[config.mk]
export PLATFORM = sky130hd
export DESIGN_NAME = seq_div_ctrl_flat
export DESIGN_NICKNAME = d
export VERILOG_FILES = /design/src/rtl/seq_div_ctrl_pkg.sv /design/src/rtl/seq_div_ctrl_if.sv /design/src/rtl/seq_div_ctrl_div_sub_step.sv /design/src/rtl/seq_div_ctrl.sv /design/src/flat_wrapper.sv
export SDC_FILE = /design/constraint.sdc
export NUM_CORES = 1
export LEC_CHECK = 0
export CAP_MARGIN = 20
export CORE_UTILIZATION = 45
export DETAILED_ROUTE_END_ITERATION = 16
export PLACE_DENSITY = 0.73
export SYNTH_ARGS = -nofsm -noshare
export SYNTH_HDL_FRONTEND = slang
export SYNTH_HIERARCHICAL = 1
export SYNTH_SLANG_ARGS = --single-unit
export TNS_END_PERCENT = 10
[constraint.sdc]
create_clock -name clk -period 5.69 [get_ports clk]
set_clock_uncertainty 0.15 [all_clocks]
set_input_delay 1.138 -clock clk [delete_from_list [all_inputs] [get_ports clk]]
set_output_delay 1.138 -clock clk [all_outputs]
set_load 0.005 [all_outputs]
[src/rtl/seq_div_ctrl_pkg.sv]
// Shared types and constants for the restoring-division sequencer.
package seq_div_ctrl_pkg;

  localparam int unsigned DEF_WIDTH = 8;

  typedef enum logic [1:0] {
    IDLE = 2'd0,
    RUN  = 2'd1,
    DONE = 2'd2
  } state_e;

  // Iteration counter width: must be able to hold the value WIDTH.
  function automatic int unsigned cnt_width(input int unsigned w);
    return $clog2(w + 1);
  endfunction

  localparam int unsigned DEF_CNT_W = cnt_width(DEF_WIDTH);

endpackage

[src/rtl/seq_div_ctrl_if.sv]
// Start/busy/done request interface with operand and result buses.
interface seq_div_ctrl_if #(
  parameter int unsigned WIDTH = seq_div_ctrl_pkg::DEF_WIDTH
);
  logic             start;
  logic [WIDTH-1:0] dividend;
  logic [WIDTH-1:0] divisor;
  logic             busy;
  logic             done;
  logic [WIDTH-1:0] quotient;
  logic [WIDTH-1:0] remainder;
  logic             div_by_zero;

  // Requesting logic
  modport master (
    output start, dividend, divisor,
    input  busy, done, quotient, remainder, div_by_zero
  );

  // Divider
  modport slave (
    input  start, dividend, divisor,
    output busy, done, quotient, remainder, div_by_zero
  );
endinterface

[src/rtl/seq_div_ctrl_div_sub_step.sv]
// Combinational (WIDTH+1)-bit ripple subtractor: trial = shifted + ~{0,d} + 1.
module div_sub_step
  import seq_div_ctrl_pkg::*;
#(
  parameter int unsigned WIDTH = DEF_WIDTH
) (
  input  logic [WIDTH:0]   shifted,
  input  logic [WIDTH-1:0] d,
  output logic [WIDTH:0]   trial_c,
  output logic             no_borrow_c
);

  logic [WIDTH+1:0] carry;
  logic [WIDTH:0]   b_n;

  // Full-adder ripple chain with carry-in 1; carry-out 1 means no borrow.
  always_comb begin
    b_n      = ~{1'b0, d};
    carry    = '0;
    carry[0] = 1'b1;
    trial_c  = '0;
    for (int i = 0; i <= int'(WIDTH); i++) begin
      trial_c[i]   = shifted[i] ^ b_n[i] ^ carry[i];
      carry[i+1]   = (shifted[i] & b_n[i]) | (shifted[i] & carry[i]) | (b_n[i] & carry[i]);
    end
    no_borrow_c = carry[WIDTH+1];
  end

endmodule

[src/rtl/seq_div_ctrl.sv]
// Restoring unsigned divider controller: one trial subtraction per clock.
module seq_div_ctrl
  import seq_div_ctrl_pkg::*;
#(
  parameter int unsigned WIDTH = DEF_WIDTH
) (
  input  logic          clk,
  input  logic          rst_n,
  seq_div_ctrl_if.slave bus
);

  localparam int unsigned CNT_W = cnt_width(WIDTH);

  state_e           state_q, state_d;
  logic [CNT_W-1:0] cnt_q, cnt_d;
  logic [WIDTH-1:0] q_q, q_d;
  logic [WIDTH:0]   r_q, r_d;
  logic [WIDTH-1:0] d_q, d_d;
  logic [WIDTH-1:0] quot_q, quot_d;
  logic [WIDTH-1:0] rem_q, rem_d;
  logic             dbz_q, dbz_d;
  logic             busy_q, busy_d;
  logic             done_q, done_d;

  logic [WIDTH:0]   shifted;
  logic [WIDTH:0]   trial;
  logic             no_borrow;
  logic             unused_guard;

  // R never exceeds D-1 between steps, so its guard bit is only carried along.
  assign unused_guard = r_q[WIDTH];
  assign shifted      = {r_q[WIDTH-1:0], q_q[WIDTH-1]};

  div_sub_step #(.WIDTH(WIDTH)) u_sub (
    .shifted     (shifted),
    .d           (d_q),
    .trial_c     (trial),
    .no_borrow_c (no_borrow)
  );

  // State, datapath and result registers.
  always_ff @(posedge clk or negedge rst_n) begin
    if (!rst_n) begin
      state_q <= IDLE;
      cnt_q   <= '0;
      q_q     <= '0;
      r_q     <= '0;
      d_q     <= '0;
      quot_q  <= '0;
      rem_q   <= '0;
      dbz_q   <= 1'b0;
      busy_q  <= 1'b0;
      done_q  <= 1'b0;
    end else begin
      state_q <= state_d;
      cnt_q   <= cnt_d;
      q_q     <= q_d;
      r_q     <= r_d;
      d_q     <= d_d;
      quot_q  <= quot_d;
      rem_q   <= rem_d;
      dbz_q   <= dbz_d;
      busy_q  <= busy_d;
      done_q  <= done_d;
    end
  end

  // Next-state, iteration step and result capture.
  always_comb begin
    state_d = state_q;
    cnt_d   = cnt_q;
    q_d     = q_q;
    r_d     = r_q;
    d_d     = d_q;
    quot_d  = quot_q;
    rem_d   = rem_q;
    dbz_d   = dbz_q;

    unique case (state_q)
      IDLE, DONE: begin
        if (bus.start) begin
          d_d   = bus.divisor;
          q_d   = bus.dividend;
          r_d   = '0;
          cnt_d = '0;
          if (bus.divisor != '0) begin
            state_d = RUN;
          end else begin
            state_d = DONE;
            quot_d  = '1;
            rem_d   = bus.dividend;
            dbz_d   = 1'b1;
          end
        end else begin
          state_d = IDLE;
        end
      end
      RUN: begin
        r_d   = no_borrow ? trial : shifted;
        q_d   = {q_q[WIDTH-2:0], no_borrow};
        cnt_d = cnt_q + CNT_W'(1);
        if (cnt_q == CNT_W'(WIDTH - 1)) begin
          state_d = DONE;
          quot_d  = q_d;
          rem_d   = r_d[WIDTH-1:0];
          dbz_d   = 1'b0;
        end
      end
      default: state_d = IDLE;
    endcase

    busy_d = (state_d == RUN);
    done_d = (state_d == DONE);
  end

  assign bus.busy        = busy_q;
  assign bus.done        = done_q;
  assign bus.quotient    = quot_q;
  assign bus.remainder   = rem_q;
  assign bus.div_by_zero = dbz_q;

endmodule

[src/flat_wrapper.sv]
// flat-port wrapper written by rule: the top's interface ports become plain ports
module seq_div_ctrl_flat import seq_div_ctrl_pkg::*;
#(
  parameter int unsigned WIDTH = DEF_WIDTH
)
  (clk, rst_n, bus_start, bus_dividend, bus_divisor, bus_busy, bus_done, bus_quotient, bus_remainder, bus_div_by_zero);
  seq_div_ctrl_if #(.WIDTH(WIDTH)) bus_i ();
  input  logic clk;
  input  logic rst_n;
  input wire logic [$bits(bus_i.start)-1:0] bus_start;
  input wire logic [$bits(bus_i.dividend)-1:0] bus_dividend;
  input wire logic [$bits(bus_i.divisor)-1:0] bus_divisor;
  output wire logic [$bits(bus_i.busy)-1:0] bus_busy;
  output wire logic [$bits(bus_i.done)-1:0] bus_done;
  output wire logic [$bits(bus_i.quotient)-1:0] bus_quotient;
  output wire logic [$bits(bus_i.remainder)-1:0] bus_remainder;
  output wire logic [$bits(bus_i.div_by_zero)-1:0] bus_div_by_zero;
  assign bus_i.start = bus_start;
  assign bus_i.dividend = bus_dividend;
  assign bus_i.divisor = bus_divisor;
  assign bus_busy = bus_i.busy;
  assign bus_done = bus_i.done;
  assign bus_quotient = bus_i.quotient;
  assign bus_remainder = bus_i.remainder;
  assign bus_div_by_zero = bus_i.div_by_zero;
  seq_div_ctrl #(.WIDTH(WIDTH)) u_core (.clk(clk), .rst_n(rst_n), .bus(bus_i));
endmodule
---- Word level (Yosys, flattened, before mapping) ----
Cells that the tools add are included.
word-level totals
  flip-flop bits (word level) ............. 49
  input port bits ......................... 19
  output and inout port bits .............. 19
  logic and storage cells ................. 109
cells by class
  add/sub/neg operators ................... 1
  eq/ne operators ......................... 8
  muxes and demuxes ....................... 23
  bitwise operators ....................... 60
  reductions and logical operators ........ 7
operator list
  operator               count
  $mux W8                9
  $pmux W8 S2            4
  $and A1 B1 Y1          25
  $or A1 B1 Y1           18
  $xor A1 B1 Y1          15
  $not A8 Y9             1
  $pmux W4 S2            1
  $reduce_bool A8 Y1     1
  $mux W2                3
  $add A4 B1 Y4 const B  1
  $eq A2 B1 Y1 const B   2
  $eq A2 B2 Y1 const B   2
  $eq A4 B3 Y1 const B   1
  $mux W4                1
  $ne A2 B2 Y1 const B   2
  $pmux W2 S2            1
  $reduce_and A2 Y1      2
  $reduce_and A4 Y1      1
  $mux W1                3
  $logic_not A2 Y1       1
  $ne A2 B1 Y1 const B   1
  $pmux W1 S2            1
  $reduce_bool A2 Y1     1
  $reduce_or A2 Y1       1
  $not A1 Y1             1

---- Longest topological paths before layout ----
  word-level depth ........................ 31
  mapped depth ............................ 18
  mapped depth without buffers ............ 17

---- Cells and area by module ----
The synthesis kept the hierarchy.
by module, submodules not included
  module        times used  cells an instance  area an instance (um2)  sequential area each (um2)
  seq_div_ctrl  1           209                2,150.8                 1,226.2
  div_sub_step  1           29                 240.2                   0.0

---- Worst setup path before layout ----
No wires, ideal clock.
  path type ............................... reg-to-reg
  start point ............................. register u_core.q_q[7]
  end point ............................... register u_core.rem_q[5], in the netlist u_core/bus.remainder[5]
  setup time .............................. 125 ps
  data arrival time ....................... 4,118 ps
  required time ........................... 5,415 ps
  path slack .............................. 1,297 ps
  cell stages (with the launch flop) ...... 19
  path buffers ............................ 1
  clock period less this slack ............ 4,393 ps
  cells stage by stage .................... dfrtp_1 inv_1 ha_1 fa_1 fa_1 fa_1 fa_1 fa_1 fa_1 inv_1 fa_1 inv_1 ha_1 inv_1 clkbuf_1 mux2i_1 nor2_1 a21oi_1 mux2i_1
on the way
  longest elaborated chain between the ends .. 30
  elaborated cells on any way between the ends .. 39
  classes of those cells .................. 3 x mux; 36 x bitwise
RTL lines
  what                            line                             RTL
  start, declared                 seq_div_ctrl.sv:16               logic [WIDTH-1:0] q_q, q_d;
  start signal, assigned          seq_div_ctrl.sv:57               q_q <= q_d;
  $and A1 B1 Y1                   seq_div_ctrl_div_sub_step.sv:24  carry[i+1] = (shifted[i] & b_n[i]) | (shifted[i] & carry[i]) | (b_n[i] & carry[i]);
  $or A1 B1 Y1 (*) (2 in series)  seq_div_ctrl_div_sub_step.sv:24
  $and A1 B1 Y1                   seq_div_ctrl_div_sub_step.sv:24
  $or A1 B1 Y1                    seq_div_ctrl_div_sub_step.sv:24
  $or A1 B1 Y1 (*)                seq_div_ctrl_div_sub_step.sv:24
  $and A1 B1 Y1                   seq_div_ctrl_div_sub_step.sv:24
  $or A1 B1 Y1                    seq_div_ctrl_div_sub_step.sv:24
  $or A1 B1 Y1 (*)                seq_div_ctrl_div_sub_step.sv:24
  [14 not listed]                 --
  $or A1 B1 Y1 (*)                seq_div_ctrl_div_sub_step.sv:24
  $and A1 B1 Y1                   seq_div_ctrl_div_sub_step.sv:24
  $or A1 B1 Y1                    seq_div_ctrl_div_sub_step.sv:24
  $or A1 B1 Y1 (*)                seq_div_ctrl_div_sub_step.sv:24
  via u_core.no_borrow            seq_div_ctrl.sv:27               logic no_borrow;
  $mux W8 (*)                     seq_div_ctrl.sv:99               r_d = no_borrow ? trial : shifted;
  $mux W8 (*)                     seq_div_ctrl.sv:102              if (cnt_q == CNT_W'(WIDTH - 1)) begin
  $pmux W8 S2 (*)                 seq_div_ctrl.sv:79               unique case (state_q)
  end signal, assigned            seq_div_ctrl.sv:61               rem_q <= rem_d;
  end, declared                   seq_div_ctrl.sv:20               logic [WIDTH-1:0] rem_q, rem_d;
Mark *: on every way through the listed nets, which the timed path passes. The rest lies on a longest branch. The select of a mux whose other input is x is not followed.
A chain may end at the register's enable or synchronous reset.

---- Final worst setup path ----
  start point ............................. register u_core.q_q[7]
  end point ............................... register u_core.rem_q[0], in the netlist u_core/bus.remainder[0]
Same word-level chain as after synthesis.

==> results_dict.tcl <==
set metrics [dict create \
    status "finished clean" \
    post-route-period-util_pct 80.56 \
    clk_path_buf_depth 2 \
    start_util_pct 46.74 \
    crit_family "adder cells" \
    fin_setup_tns_ns 0 \
    die_area_mm2 0.005600 \
    hold_path.class "reg -> reg" \
    first_pass_iters 4 \
    tritoncts "done" \
    core_area_mm2 0.005107 \
    power_switching_w 0.0006464 \
    comb_power_share_pct 49.2 \
    ctsHoldBuffers 0 \
    grt_pass1_wl_um 7541 \
    power_density_mw_per_mm2 583.1 \
    port-buffer-count 37 \
    drcViolationCount 0 \
    first_global_vias 1569 \
    die_h_um 74.84 \
    fin_crit_ns 4.584 \
    power_switching_share_pct 38.09 \
    cts_num_sinks 49 \
    finalSetupViolations 0 \
    syn_area_per_cell_um2 10.07 \
    slowest_stage "fa_1" \
    crit_path_frequent_cell "fa_1" \
    vdd_ir_drop_max_mv 0.2156 \
    post_cts_buffers 0 \
    netlist_instances 237 \
    cts_resized 0 \
    root_buffer "clkbuf_8" \
    vias 1679 \
    clkPwrFrac_pct 15.2 \
    rows 26 \
    clkTransAtPathRegs_ns 0.09 \
    p_int_w 0.001051 \
    path_max_fanout 9 \
    slowest_delay_ns 0.41 \
    area_growth_pct 21.91 \
    num-nets-final 300 \
    clock_latency_ns 0.30 \
    h-tree-depth 2 \
    p_seq_share_pct 35.7 \
    post-route-util_pct 56.98 \
    slew_headroom_pct 47.97 \
    cp-end-kind "flop" \
    finalMaxSlewViolations 0 \
    ant_nets 0 \
    worst_ep_required_time_ns 5.73 \
    syn-num-nets 266 \
    final_cell_mix "49 x dfrtp_1, 43 x nand2_1, 36 x clkdlybuf4s50_1, 35 x inv_1, 24 x mux2i_1" \
    tightestPinTransition_ns 0.7805 \
    chipWidth_um 74.84 \
    grt_max_degree 50 \
    cts_made_buffers 5 \
    gp_congestion 0.7862 \
    drtIter0Drc 110 \
    rsz0062_at_grt "no" \
    finalHoldViolCount 0 \
    ys_warn_count 6 \
    power.leakage_nw 1.451 \
    drv_cap 0 \
    cp-start-kind "flop" \
    avgViaCountPerCell 4.909 \
    wl_um 4458 \
    gr-usage-all-layers_pct 18.27 \
    cp_cell_sequence "inv_1, ha_1, fa_1, fa_1, fa_1, fa_1, fa_1, fa_1, inv_1, fa_1, inv_1, ha_1, inv_1, mux2i_1, nor2_1, a21oi_1, mux2i_1" \
    antenna_found_initial 0 \
    drive_above_1_share_pct 5.515 \
    timing.fmax_ghz 0.2182 \
    final_common_cell "dfrtp_1" \
    hpwlAfterDp_um 3115 \
    synthesis.area_mm2 0.002387 \
    io_pins 38 \
    grt-ovfl-total 0 \
    wl_per_cell_um 13.04 \
    diodes 0 \
    crit_arrival_ns 4.62 \
    critical_path_class "reg -> reg" \
    cp_num_buf_inv 4 \
]
## worst paths after layout
path | end | from | depth (start not counted) | slack (ns)
worst min-delay path | u_core/cnt_q[3] | u_core/cnt_q[3] | 1 | 0.32
worst max-delay path | u_core/bus.remainder[0] | u_core/q_q[7] | 17 | 1.11
worst min register to register | u_core/cnt_q[3] | u_core/cnt_q[3] | 1 | 0.32
worst max register to register | u_core/bus.remainder[0] | u_core/q_q[7] | 17 | 1.11
max in group asynchronous | u_core/bus.remainder[7] | rst_n | 2 | 4.29
min in group asynchronous | u_core/bus.remainder[0] | rst_n | 1 | 0.60
## layout make-up
type / instances / area, um^2
Clock buffer: 7 / 86.33
Timing Repair Buffer: 40 / 400.4
Multi-Input combinational cell: 140 / 948.4
Sequential cell: 49 / 1226
Inverter: 35 / 131.4
Fill cell: 455 / 2197
Clock inverter: 1 / 30.03
Tap cell: 70 / 87.58
## through the flow
stage	worst slack, ns	hold WS, ns	instance area (um^2)	power, W	cells
global placement	1.295	0.3116	2774	0.001412	333
CTS	1.110	0.3296	2890	0.001712	341
detailed placement	1.127	0.3142	2774	0.001449	333
finish	1.106	0.3241	2910	0.001697	342
floorplan	1.297	0.2956	2387	0.001191	237
global route	0.8637	0.3487	2910	0.001859	342
## sequential cells by signal, indices dropped and copies added (netlist names)
name	flops
u_core/bus.busy	1
u_core/bus.div_by_zero	1
u_core/bus.done	1
u_core/bus.quotient	8
u_core/bus.remainder	8
u_core/cnt_q	4
u_core/d_q	8
u_core/q_q	8
u_core/r_q	8
u_core/state_q	2
## metal layers
layer,vias to the layer above,GRT usage (%),routed length [um]
met3,5,3.748,177
li1,827,-,-
met4,0,7.547,69
met5,-,0,0
met2,41,28.43,2075
met1,806,25.09,2136
## power groups by stage
stage / clock, W / sequential, W / combinational [W]
CTS: 0.000263 / 0.000606 / 0.000843
floorplan: 0 / 0.000595 / 0.000595
finish: 0.000257 / 0.000605 / 0.000835
global route: 0.000275 / 0.000625 / 0.000959
detailed placement: 0 / 0.000612 / 0.000837
global placement: 0 / 0.000607 / 0.000805
(Power assumes the default switching activity.)
